--- config.mk ---
export PLATFORM = sky130hd
export DESIGN_NAME = eq_serial_ctrl
export DESIGN_NICKNAME = d
export VERILOG_FILES = /design/src/rtl/eq_ctrl_pkg.sv /design/src/rtl/eq_bit_cell.sv /design/src/rtl/eq_serial_ctrl.sv
export SDC_FILE = /design/constraint.sdc
export NUM_CORES = 1
export LEC_CHECK = 0
export BUFFER_PORTS_ARGS = -buffer_cell sky130_fd_sc_hd__buf_2
export CAP_MARGIN = 5
export CORE_ASPECT_RATIO = 0.8
export CORE_MARGIN = 2
export CORE_UTILIZATION = 45
export DETAILED_ROUTE_END_ITERATION = 6
export GPL_TIMING_DRIVEN = 0
export PLACE_DENSITY = 0.68
export SYNTH_ARGS = -nofsm -noshare
export SYNTH_HDL_FRONTEND = slang
export SYNTH_SLANG_ARGS = --single-unit
--- constraint.sdc ---
create_clock -name clk -period 1.95 [get_ports clk]
set_clock_uncertainty 0.1 [all_clocks]
set_input_delay 0.2925 -clock clk [delete_from_list [all_inputs] [get_ports clk]]
set_output_delay 0.2925 -clock clk [all_outputs]
set_load 0.1 [all_outputs]
--- src/rtl/eq_ctrl_pkg.sv ---
// Shared types and helpers for the bit-serial equality controller.
package eq_ctrl_pkg;

  typedef enum logic [1:0] {
    StIdle = 2'b00,
    StRun  = 2'b01,
    StDone = 2'b10
  } state_e;

  // Ceiling log2, usable in constant expressions for port widths.
  function automatic int unsigned cw_of(input int unsigned w);
    int unsigned r;
    r = 0;
    while ((32'd1 << r) < w) r = r + 1;
    return r;
  endfunction

endpackage

--- src/rtl/eq_bit_cell.sv ---
// Single-bit equality cell shared across all bit positions of the serial compare.
module eq_bit_cell (
  input  logic x,
  input  logic y,
  output logic eq
);

  assign eq = (~x & ~y) | (x & y);

endmodule

--- src/rtl/eq_serial_ctrl.sv ---
// Bit-serial equality controller: compares two WIDTH-bit operands LSB first through
// one shared equality cell and reports equality plus the lowest differing bit index.
// Optional feature macro: EQ_EARLY_EXIT_EN (finish on the first mismatching bit).
module eq_serial_ctrl
  import eq_ctrl_pkg::*;
#(
  parameter int unsigned WIDTH = 8,
  localparam int unsigned CW = cw_of(WIDTH)
) (
  input  logic            clk,
  input  logic            reset_n,
  input  logic            start,
  input  logic [WIDTH-1:0] a,
  input  logic [WIDTH-1:0] b,
  output logic            busy,
  output logic            done,
  output logic            eq,
  output logic [CW-1:0]   first_diff
);

  // idx carries one extra bit so a power-of-two WIDTH never wraps before the last bit.
  localparam logic [CW:0] LastIdx = (CW + 1)'(WIDTH - 1);

  state_e           state_q, state_d;
  logic [WIDTH-1:0] sa_q, sa_d;
  logic [WIDTH-1:0] sb_q, sb_d;
  logic [CW:0]      idx_q, idx_d;
  logic             acc_q, acc_d;
  logic             eq_q, eq_d;
  logic [CW-1:0]    fd_q, fd_d;
  logic             bit_eq;

  eq_bit_cell u_cell (
    .x  (sa_q[0]),
    .y  (sb_q[0]),
    .eq (bit_eq)
  );

  // Next-state logic: accept/latch, serial scan, and result capture on entry to done.
  always_comb begin
    state_d = state_q;
    sa_d    = sa_q;
    sb_d    = sb_q;
    idx_d   = idx_q;
    acc_d   = acc_q;
    eq_d    = eq_q;
    fd_d    = fd_q;

    unique case (state_q)
      StIdle, StDone: begin
        if (start) begin
          sa_d    = a;
          sb_d    = b;
          idx_d   = '0;
          acc_d   = 1'b1;
          fd_d    = '0;
          state_d = StRun;
        end else begin
          state_d = StIdle;
        end
      end
      StRun: begin
        // Only the first mismatch is recorded; acc drops so later ones are ignored.
        if (!bit_eq && acc_q) begin
          acc_d = 1'b0;
          fd_d  = idx_q[CW-1:0];
        end
        sa_d  = sa_q >> 1;
        sb_d  = sb_q >> 1;
        idx_d = idx_q + (CW + 1)'(1);
`ifdef EQ_EARLY_EXIT_EN
        if (!bit_eq) begin
          eq_d    = 1'b0;
          state_d = StDone;
        end else if (idx_q == LastIdx) begin
          eq_d    = acc_q;
          state_d = StDone;
        end
`else
        if (idx_q == LastIdx) begin
          eq_d    = acc_q & bit_eq;
          state_d = StDone;
        end
`endif
      end
      default: state_d = StIdle;
    endcase
  end

  // State and datapath registers with asynchronous active-low reset.
  always_ff @(posedge clk or negedge reset_n) begin
    if (!reset_n) begin
      state_q <= StIdle;
      sa_q    <= '0;
      sb_q    <= '0;
      idx_q   <= '0;
      acc_q   <= 1'b0;
      eq_q    <= 1'b0;
      fd_q    <= '0;
    end else begin
      state_q <= state_d;
      sa_q    <= sa_d;
      sb_q    <= sb_d;
      idx_q   <= idx_d;
      acc_q   <= acc_d;
      eq_q    <= eq_d;
      fd_q    <= fd_d;
    end
  end

  // Outputs decode straight from registers; no input-to-output paths.
  always_comb begin
    busy       = (state_q == StRun);
    done       = (state_q == StDone);
    eq         = eq_q;
    first_diff = fd_q;
  end

endmodule
Word level (Yosys, flattened, before mapping)
Cells that the tools add are included. Widths: inputs -> output; s select.

Flip-flop bits (word level): 27. Input port bits: 19. Output and inout port bits: 6. Word-level logic and storage cells: 43.

$add $sub $neg: 1. Eq/ne operators: 6. Muxes and demuxes: 15. Bitwise gates (word level): 6. Reductions and logical operators: 8.

Operator list (number): $pmux 8 s2 (2); $mux 8 (2); $pmux 4 s2 (1); $mux 3 (2); $pmux 3 s2 (1); $add 4x1->4 const B (1); $eq 4x3->1 const B (1); $mux 4 (1); $ne 2x1->1 const B (2); $pmux 2 s2 (1); $reduce_and 2->1 (2); $and 1x1->1 (3); $mux 1 (3); $reduce_and 3->1 (1); $eq 2x1->1 const B (1); $eq 2x2->1 const B (1); $logic_not 2->1 (1); $mux 2 (1); $ne 2x2->1 const B (1); $not 1->1 (2); $pmux 1 s2 (1); $reduce_bool 2->1 (1); $reduce_or 2->1 (1); $logic_and 1x1->1 (1); 2 further kinds (2).

Longest topological paths before layout
Gate-level depths: netlist (run 1).

Depth after elaboration: 7. Mapped depth: 5. Depth with buffers taken out: 4.

Hierarchy
Synthesis (run 1) repeated with hierarchy kept, for this count alone.

Cells, all modules: 115. Area total of the unflattened synthesis: 1216.2 µm².

By module, submodules not included: eq_serial_ctrl (times used 1, cells an instance 114, area each 1207.4 µm², sequential area each 675.6 µm²); eq_bit_cell (times used 1, cells an instance 1, area each 8.8 µm², sequential area each 0.0 µm²).

Least setup slack after synthesis (run 1)
Ideal clock, no wire load.

Path kind: flip-flop to output port. Start: reg state_q[0]. End: out done. Arrival: 1.738 ns. Data required time: 1.558 ns. Slack: -0.180 ns. Cell stages (with the launch flop): 2. Path buffers: 0. Cell sequence: dfrtp_1 nor2b_1.

Longest elaborated chain between the ends: 1.

RTL lines: start: declaration (line eq_serial_ctrl.sv:24) `state_e state_q, state_d;`; start signal: assignment (line eq_serial_ctrl.sv:93) `state_q <= StIdle;`; start signal: assignment (line eq_serial_ctrl.sv:101) `state_q <= state_d;`; $eq 2x2->1 (line eq_serial_ctrl.sv:114) `done = (state_q == StDone);`; end: declaration (line eq_serial_ctrl.sv:16) `output logic done,`.

No other way between the ends.

Final worst setup path (run 1)
Start: reg state_q[0]. End: out busy.

Longest elaborated chain between the ends: 1.

RTL lines: $eq 2x1->1 (line eq_serial_ctrl.sv:113) `busy = (state_q == StRun);`; end: declaration (line eq_serial_ctrl.sv:15) `output logic busy,`.

No other way between the ends.

==> results of run 1 <==
[worst paths after layout]
check,to,depth (start not counted),from,slack (ns)
max,busy,4,state_q[0]$_DFFE_PN0P_,0.11
min,sb_q[7]$_DFFE_PN0P_,2,b[7],0.09
max reg2reg,eq$_DFFE_PN0P_,4,state_q[0]$_DFFE_PN0P_,0.40
min reg2reg,sa_q[4]$_DFFE_PN0P_,1,sa_q[4]$_DFFE_PN0P_,0.40
max in group asynchronous,idx_q[0]$_DFFE_PN0P_,2,reset_n,0.98
min in group asynchronous,idx_q[2]$_DFFE_PN0P_,2,reset_n,0.38
[final cells by class]
type                    instances  area [µm²]
clock buffers                   4        26.3
fillers                       243        1090
well taps                      36        45.0
multi-input cells              64         488
inverters                       1        3.75
plain buffers                   6        57.6
flip-flops and latches         27         676
repair buffers                 25         136
[power breakdown]
group	leakage, nW	internal, mW	total, mW	switching (mW)
registers	0.343	0.804	0.972	0.168
logic	0.432	0.560	1.33	0.773
clock network	0.0150	0.0801	0.239	0.159
[cells in the final DEF (no fill, tap or decap), types with 2 or more instances in the layout]
master / netlist / final
dfrtp_1: 27 / 27
buf_2: 1 / 24
a22o_1: 17 / 17
a21o_1: 14 / 14
nand2_1: 7 / 7
nand4_1: 4 / 4
buf_6: 2 / 3
o21ai_1: 3 / 3
clkbuf_4: 0 / 3
nor2b_2: 1 / 2
buf_4: 2 / 2
mux2_1: 2 / 2
mux2i_1: 2 / 2
nor2_1: 2 / 2
[metrics by stage]
step | hold slack, ns | utilization | worst slack, ns | power (mW)
detailed placement | 0.237 | 0.551 | 0.291 | 2.31
finish | 0.0945 | 0.568 | 0.107 | 2.54
CTS | 0.0829 | 0.566 | 0.0344 | 2.56
floorplan | -0.103 | - | 0.346 | 2.05
global placement | 0.233 | 0.551 | 0.304 | 2.27
global route | 0.0788 | 0.568 | 0.0414 | 2.74
[logic make-up (layout without fill, tap and decap cells)]
logic type	count (synthesis)	in the layout	synth area share
DFF	27	27	0.553
buffers and inverters	7	36	0.0501
AOI/OAI and AO/OA	35	35	0.224
adders and majority gates	1	1	0.0102
and+or+nand+nor	22	22	0.114
muxes	4	4	0.0348
xor gates and xnor gates	2	2	0.0143
[state kept, by name, summed over array words and instances, names as in the netlist]
signal      cells
idx_q           4
sb_q            8
acc_q           1
eq              1
first_diff      3
state_q         2
sa_q            8
[metal layers]
metal	vias to the layer above	part of all wire	global-route usage
met2	19	0.46	0.259
li1	419	-	-
met1	425	0.49	0.215
met3	0	0.045	0.0448
met5	-	0	0
met4	0	0	0.0222
[what timing repair did]
action / 4_1_cts / 5_1_grt
endpoints found under the hold margin: 27 / 0
resized for setup: 1 / 1
buffers inserted: 0 / 0
hold buffers: 1 / 0
setup endpoints to repair: 1 / 1
==> impl_metrics.csv, run 1 <==
group,metric,value,unit
setup_path,crit_top_cell,"buf_6",
clock_network,clockBufferDepth,2,
detailed_routing,dr.first_iter.drc_count,21,
setup_path,cpLargestDelayFamily,"buffers and inverters",
power,cellPowerDensity,1780,nW/µm²
logic_synthesis,yosysMostFrequentCell,"dfrtp_1",
cells_and_area,area_delta_synth_final,17.2,%
setup_path,cpPeakStageDelay,0.43,ns
logic_synthesis,yosysSeqAreaShare,0.553,
grt,grt_max_degree,28,
logic_synthesis,syn_area,1220,µm²
floorplan,die_h,50.6,µm
grt,grt_pass1_vias,884,
logic_synthesis,syn_inst,98,
setup_path,critPathSlowestCell,"dfrtp_1",
floorplan,die_x,62.3,µm
sta,fmax,543,MHz
setup_path,crit_fanout,10,
clock_network,clockRootBuffer,"clkbuf_4",
logic_synthesis,syn-num-nets,118,
floorplan,start_util,0.485,
clock_network,path_clk_slew,0.14,ns
logic_synthesis,synth_flop_cell,"dfrtp_1",
sta,worstMarginPinSlew,0.584,ns
clock_network,clk_latency,0.32,ns
detailed_routing,num_vias,863,
detailed_routing,postRouteAntennaNets,0,
logic_synthesis,syn_area_per_cell,12.5,µm²
cells_and_area,fin_cells,163,
floorplan,ioPinCount,25,
floorplan,die_area,3150,µm²
floorplan,coreArea,2520,µm²
grt,grt_usage,0.158,
logic_synthesis,synth_top_area_frac,0.553,
floorplan,num_rows,16,
grt,antenna_found_initial,0,
detailed_routing,drt_wl_total,2.18,mm
cells_and_area,stdcell_area,1430,µm²
flow_run,max-cap-violations,0,
setup_path,crit_chain,"nor2b_4 > buf_6 > buf_8 > buf_6",
clock_network,cts_buffers,3,
worst_hold_path,hold_class,"input pin to flop",
setup_path,cp-start-kind,"flop",
cells_and_area,layout-drive-gt1-share,0.299,
logic_synthesis,async_flop_share,1.00,
setup_path,crit_path_end_kind,"primary output",
clock_network,clock-sinks,27,
sta,finalSetupViolCount,0,
placed_design,gp_congestion,0.782,
sta,finalHoldViolCount,0,
logic_synthesis,synthTopCellsByArea,"dfrtp_1 (55%), a22o_1 (12%), a21o_1 (8.6%)",
sta,maxSlewHeadroom,0.611,
grt,grt_pass1_wl,3.95,mm
setup_path,critPathRequiredTime,1.56,ns
sta,drv_slew,0,
logic_synthesis,yosys.cell_types.count,27,
logic_synthesis,synth-edff-count,0,
logic_synthesis,synth_top_cell_by_area,"dfrtp_1",
sta,rsz0062_at_grt,"no",
placed_design,port_buffers,24,
detailed_routing,vias_per_cell,5.29,
logic_synthesis,synthTopCellsByCount,"dfrtp_1 (27), a22o_1 (17), a21o_1 (14)",
setup_path,worstPathArrival,1.45,ns
grt,grt-ovfl-total,0,
detailed_routing,drtPass1Iterations,4,
power,power_leakage,0.790,nW
detailed_routing,drc_errors,0,
logic_synthesis,ys_ff_latch,27,
detailed_routing,post_drt_wl_per_cell,13.4,µm
clock_network,tritoncts,"built",
sta,fin_setup_tns,0,ns
power,ir_worst_vdd,754,µV
setup_path,path_buf_inv,3,
setup_path,critical_path_class,"flop to primary output",
sta,fin_crit,1.84,ns
cells_and_area,fin_nets,148,
clock_network,htree_levels,1,
sta,period_share,0.945,
logic_synthesis,synth_warnings,0,
outcome,outcome,"completed",
cells_and_area,diodes,0,
placed_design,numPlacedInstances,158,
placed_design,dpl_cell_area,1390,µm²
Power figures use the tool's default switching activity.
==> run 2, diff against run 1 <==
--- a/config.mk
+++ b/config.mk
@@ -13,6 +13,8 @@
 export DETAILED_ROUTE_END_ITERATION = 6
 export GPL_TIMING_DRIVEN = 0
 export PLACE_DENSITY = 0.68
+export RECOVER_POWER = 100
+export REMOVE_ABC_BUFFERS = 1
 export SYNTH_ARGS = -nofsm -noshare
 export SYNTH_HDL_FRONTEND = slang
 export SYNTH_SLANG_ARGS = --single-unit
==> impl_metrics.csv, run 2 (synthesis gave the netlist of run 1 again) <==
group,metric,value,unit
clock_network,clk_latency,0.32,ns
sta,period_share,0.954,
detailed_routing,dr.first_iter.drc_count,61,
floorplan,die_h,50.6,µm
grt,grt_usage,0.158,
cells_and_area,fin_nets,146,
cells_and_area,layout-drive-gt1-share,0.264,
setup_path,crit_start,"state_q[0]$_DFFE_PN0P_",
cells_and_area,top_regs,"sa_q (8), sb_q (8), idx_q (4)",
cells_and_area,stdcell_area,1390,µm²
power,power_leakage,0.758,nW
cells_and_area,final_cell_mix,"dfrtp_1 (27), a22o_1 (17), buf_2 (17), a21o_1 (14), nand2_1 (7)",
setup_path,critPathSlowestCell,"nor2b_2",
power,p_int,1.36,mW
outcome,outcome,"completed",
sta,rsz0062_at_grt,"no",
setup_path,cpPeakStageDelay,0.73,ns
clock_network,htree_levels,1,
grt,grt-ovfl-total,0,
setup_path,crit_end,"idx_q[1]$_DFFE_PN0P_",
clock_network,clock-sinks,27,
sta,drv_slew,0,
detailed_routing,post_drt_wl_per_cell,14.5,µm
power,ir_worst_vdd,833,µV
setup_path,worstPathArrival,1.98,ns
setup_path,crit_fanout,20,
sta,finalSetupViolCount,0,
power,p_switching,1.11,mW
grt,grt_pass1_wl,3.78,mm
floorplan,start_util,0.485,
floorplan,coreArea,2520,µm²
placed_design,gp_congestion,0.688,
setup_path,r2r-start,"state_q[0]$_DFFE_PN0P_",
clock_network,cts_buffers,3,
setup_path,reg2reg_depth,3,
setup_path,rr_endpoint,"idx_q[1]$_DFFE_PN0P_",
clock_network,clockRootBuffer,"clkbuf_4",
floorplan,num_rows,16,
worst_hold_path,hold_class,"input pin to flop",
placed_design,dpl_cell_area,1330,µm²
cells_and_area,final_common_cell,"dfrtp_1",
power,switching_share,0.450,
detailed_routing,drc_errors,0,
floorplan,die_area,3150,µm²
setup_path,crit_path_end_kind,"flop",
setup_path,critPathRequiredTime,2.07,ns
clock_network,clockBufferDepth,2,
detailed_routing,postRouteAntennaNets,0,
detailed_routing,drtPass1Iterations,4,
setup_path,cp-start-kind,"flop",
grt,antenna_found_initial,0,
clock_network,tritoncts,"built",
setup_path,critical_path_class,"flop to flop",
clock_network,path_clk_slew,0.14,ns
setup_path,crit_chain,"nor2b_2 > nor2_4 > a22o_1",
grt,grt_max_degree,28,
flow_run,max-cap-violations,0,
detailed_routing,drt_wl_total,2.34,mm
sta,finalHoldViolCount,0,
sta,fin_crit,1.86,ns
cells_and_area,diodes,0,
setup_path,r2r_setup_slack,0.09,ns
cells_and_area,area_delta_synth_final,13.5,%
detailed_routing,num_vias,857,
sta,worstMarginPinSlew,1.01,ns
placed_design,port_buffers,24,
power,pwr-share-comb,0.508,
power,cellPowerDensity,1780,nW/µm²
floorplan,ioPinCount,25,
placed_design,dpl.hpwl,1.42,mm
sta,fin_setup_tns,0,ns
grt,grt_pass1_vias,770,
sta,maxSlewHeadroom,0.327,
power,pwr-share-seq,0.398,
detailed_routing,vias_per_cell,5.32,
sta,fmax,538,MHz
power,clkPwrFrac,0.094,
floorplan,die_x,62.3,µm
run 2: changes by cell type in the layout (fill, tap and decap cells not counted), sizes merged:
cell,change
clkbuf,+6
nor2b,+1
clkinv,+1
buf,-10
run 2: power groups by stage:
| stage | clock network [mW] | logic, mW | registers, mW |
|---|---|---|---|
| after floorplan | 0 | 0.790 | 1.14 |
| after global placement | 0 | 1.16 | 0.970 |
| after detailed placement | 0 | 1.19 | 0.989 |
| after CTS | 0.242 | 1.29 | 0.984 |
| after global routing | 0.272 | 1.35 | 1.02 |
| final | 0.233 | 1.25 | 0.985 |
run 2: per-stage QoR:
step | power [mW] | hold WS (ns) | instances | setup slack (ns) | utilization
6_report | 2.47 | 0.0873 | 161 | 0.0900 | 0.550
5_1_grt | 2.64 | 0.0633 | 161 | 0.0140 | 0.550
4_1_cts | 2.51 | 0.0763 | 161 | 0.0925 | 0.556
3_5_place_dp | 2.18 | 0.224 | 152 | 0.0471 | 0.527
3_3_place_gp | 2.13 | 0.219 | 152 | 0.0507 | 0.527
2_1_floorplan | 1.93 | -0.103 | 92 | -0.201 | -
run 2: repair_timing:
item | CTS | global route
gates resized for setup | 1 | 0
endpoints found under the setup margin | 1 | 0
setup buffers | 3 | 0
hold buffers | 1 | 0
hold endpoints to repair | 27 | 0
run 2: how the worst min path moves through the flow:
stage | start | end | slack, ns | cells after the start
2_1_floorplan | reset_n | acc_q$_DFFE_PN0P_ | -0.10 | 0
3_3_place_gp | reset_n | sb_q[7]$_DFFE_PN0P_ | 0.22 | 1
3_5_place_dp | reset_n | sb_q[7]$_DFFE_PN0P_ | 0.22 | 1
4_1_cts | b[7] | sb_q[7]$_DFFE_PN0P_ | 0.08 | 2
5_1_grt | b[7] | sb_q[7]$_DFFE_PN0P_ | 0.06 | 2
6_report | a[7] | sa_q[7]$_DFFE_PN0P_ | 0.09 | 2
run 2: metal layers:
metal | vias to the layer above | routed length, µm | track usage | share of wire
met4 | 0 | 15 | 0.0333 | 0.0064
met2 | 27 | 1050 | 0.243 | 0.45
met3 | 2 | 174 | 0.0471 | 0.074
met5 | - | 0 | 0 | 0
met1 | 414 | 1110 | 0.222 | 0.47
li1 | 414 | - | - | -
run 2: layout make-up:
| class | count | area, µm² |
|---|---|---|
| Fill cell | 233 | 1130 |
| Clock buffer | 3 | 22.5 |
| Multi-Input combinational cell | 65 | 484 |
| Sequential cell | 27 | 676 |
| Tap cell | 36 | 45.0 |
| Timing Repair Buffer | 28 | 151 |
| Clock inverter | 1 | 5.00 |
| Inverter | 1 | 3.75 |
run 2: critical path: cells and delay by family (launching register included):
kind | cells | cell delay, ns
simple gates | 2 | 0.94
compound gates | 1 | 0.25
flops | 1 | 0.46
==> run 3, diff against run 2 <==
--- a/config.mk
+++ b/config.mk
@@ -14,7 +14,6 @@
 export GPL_TIMING_DRIVEN = 0
 export PLACE_DENSITY = 0.68
 export RECOVER_POWER = 100
-export REMOVE_ABC_BUFFERS = 1
 export SYNTH_ARGS = -nofsm -noshare
 export SYNTH_HDL_FRONTEND = slang
 export SYNTH_SLANG_ARGS = --single-unit
==> impl_metrics.csv, run 3 (synthesis gave the netlist of run 1 again) <==
group,metric,value,unit
outcome,outcome,"completed",
clock_network,post_cts_buffers,0,
cells_and_area,diodes,0,
setup_path,critPathSlowestCell,"dfrtp_1",
floorplan,ioPinCount,25,
cells_and_area,fin_nets,148,
power,ir_worst_vdd,751,µV
sta,finalSetupViolCount,0,
sta,finalHoldViolCount,0,
grt,grt_pass1_wl,3.95,mm
sta,worstMarginPinSlew,0.649,ns
sta,fmax,547,MHz
grt,grt_usage,0.158,
floorplan,die_h,50.6,µm
floorplan,die_area,3150,µm²
power,power_leakage,0.781,nW
setup_path,crit_path_end_kind,"primary output",
clock_network,clockBufferDepth,2,
detailed_routing,drt_wl_total,2.18,mm
setup_path,reg2reg_depth,5,
detailed_routing,dr.first_iter.drc_count,19,
detailed_routing,vias_per_cell,5.26,
clock_network,path_clk_slew,0.14,ns
cells_and_area,seqCellArea,676,µm²
power,finalPower,2.52,mW
grt,antenna_found_initial,0,
clock_network,clk_latency,0.32,ns
clock_network,clock-sinks,27,
detailed_routing,drtPass1Iterations,4,
placed_design,gp_congestion,0.782,
floorplan,coreArea,2520,µm²
setup_path,cpLargestDelayFamily,"buffers and inverters",
cells_and_area,final_common_cell,"dfrtp_1",
floorplan,start_util,0.485,
setup_path,critical_path_class,"flop to primary output",
sta,period_share,0.938,
cells_and_area,area_delta_synth_final,16.5,%
flow_run,max-cap-violations,0,
setup_path,critPathRequiredTime,1.56,ns
setup_path,crit_chain,"nor2b_4 > buf_6 > buf_8 > buf_6",
floorplan,die_x,62.3,µm
detailed_routing,drc_errors,0,
cells_and_area,fillers,246,
clock_network,tritoncts,"built",
grt,grt-ovfl-total,0,
clock_network,clockRootBuffer,"clkbuf_4",
setup_path,path_buf_inv,3,
worst_hold_path,hold_class,"input pin to flop",
sta,maxSlewHeadroom,0.567,
placed_design,port_buffers,24,
grt,grt_max_degree,28,
clock_network,cts_buffers,3,
setup_path,r2r_setup_slack,0.15,ns
sta,fin_setup_tns,0,ns
sta,drv_slew,0,
floorplan,num_rows,16,
setup_path,crit_fanout,10,
detailed_routing,postRouteAntennaNets,0,
detailed_routing,post_drt_wl_per_cell,13.4,µm
cells_and_area,layout-drive-gt1-share,0.283,
setup_path,cp.depth,4,
grt,grt_pass1_vias,884,
setup_path,crit_top_cell,"buf_6",
cells_and_area,final_cell_mix,"dfrtp_1 (27), a22o_1 (17), buf_2 (17), a21o_1 (14), nand2_1 (7)",
setup_path,cp-start-kind,"flop",
setup_path,cpPeakStageDelay,0.43,ns
sta,fin_crit,1.83,ns
worst_hold_path,min_path_cells,2,
detailed_routing,num_vias,857,
setup_path,worstPathArrival,1.44,ns
clock_network,htree_levels,1,
cells_and_area,top_regs,"sa_q (8), sb_q (8), idx_q (4)",
power,cellPowerDensity,1770,nW/µm²
cells_and_area,multiInputGateArea,480,µm²
sta,rsz0062_at_grt,"no",
[run 3: worst paths after layout]
check	startpoint	to
min in group asynchronous	reset_n	idx_q[2]$_DFFE_PN0P_
setup / recovery	state_q[0]$_DFFE_PN0P_	busy
setup reg to reg	state_q[0]$_DFFE_PN0P_	sa_q[4]$_DFFE_PN0P_
hold reg to reg	sa_q[4]$_DFFE_PN0P_	sa_q[4]$_DFFE_PN0P_
max in group asynchronous	reset_n	idx_q[0]$_DFFE_PN0P_
hold / removal	b[7]	sb_q[7]$_DFFE_PN0P_
[run 3: repair_timing]
action,CTS,global route
gates resized for setup,1,1
hold endpoints to repair,27,0
hold buffers,1,0
setup endpoints to repair,1,1
pin swaps,0,0
[run 3: per-layer routing]
| metal | GRT usage | share of wire | vias up |
|---|---|---|---|
| met3 | 0.0448 | 0.039 | 0 |
| met2 | 0.259 | 0.46 | 19 |
| met1 | 0.215 | 0.50 | 419 |
| met5 | 0 | 0 | - |
| met4 | 0.0222 | 0 | 0 |
| li1 | - | - | 419 |
[run 3: cell type report]
class / count / share of cell area
timing repair buffer: 25 / 0.0958
tap: 36 / 0.0316
buffer: 6 / 0.0395
clock buffer: 4 / 0.0185
multi-input combinational: 64 / 0.337
inverter: 1 / 0.00264
sequential: 27 / 0.475
[run 3: power by group]
part / total [mW] / internal [mW] / switching [mW]
Sequential: 0.973 / 0.804 / 0.168
Clock: 0.239 / 0.0801 / 0.159
Combinational: 1.31 / 0.547 / 0.761
[run 3: through the flow]
stage               utilization  setup WS, ns  instances  hold WS, ns  cell area [µm²]
floorplan                     -         0.346         98       -0.103             1220
global placement          0.551         0.304        158        0.233             1390
detailed placement        0.551         0.291        158        0.237             1390
CTS                       0.566        0.0344        163       0.0829             1430
global route              0.564        0.0209        163       0.0788             1420
finish                    0.564         0.122        163       0.0946             1420
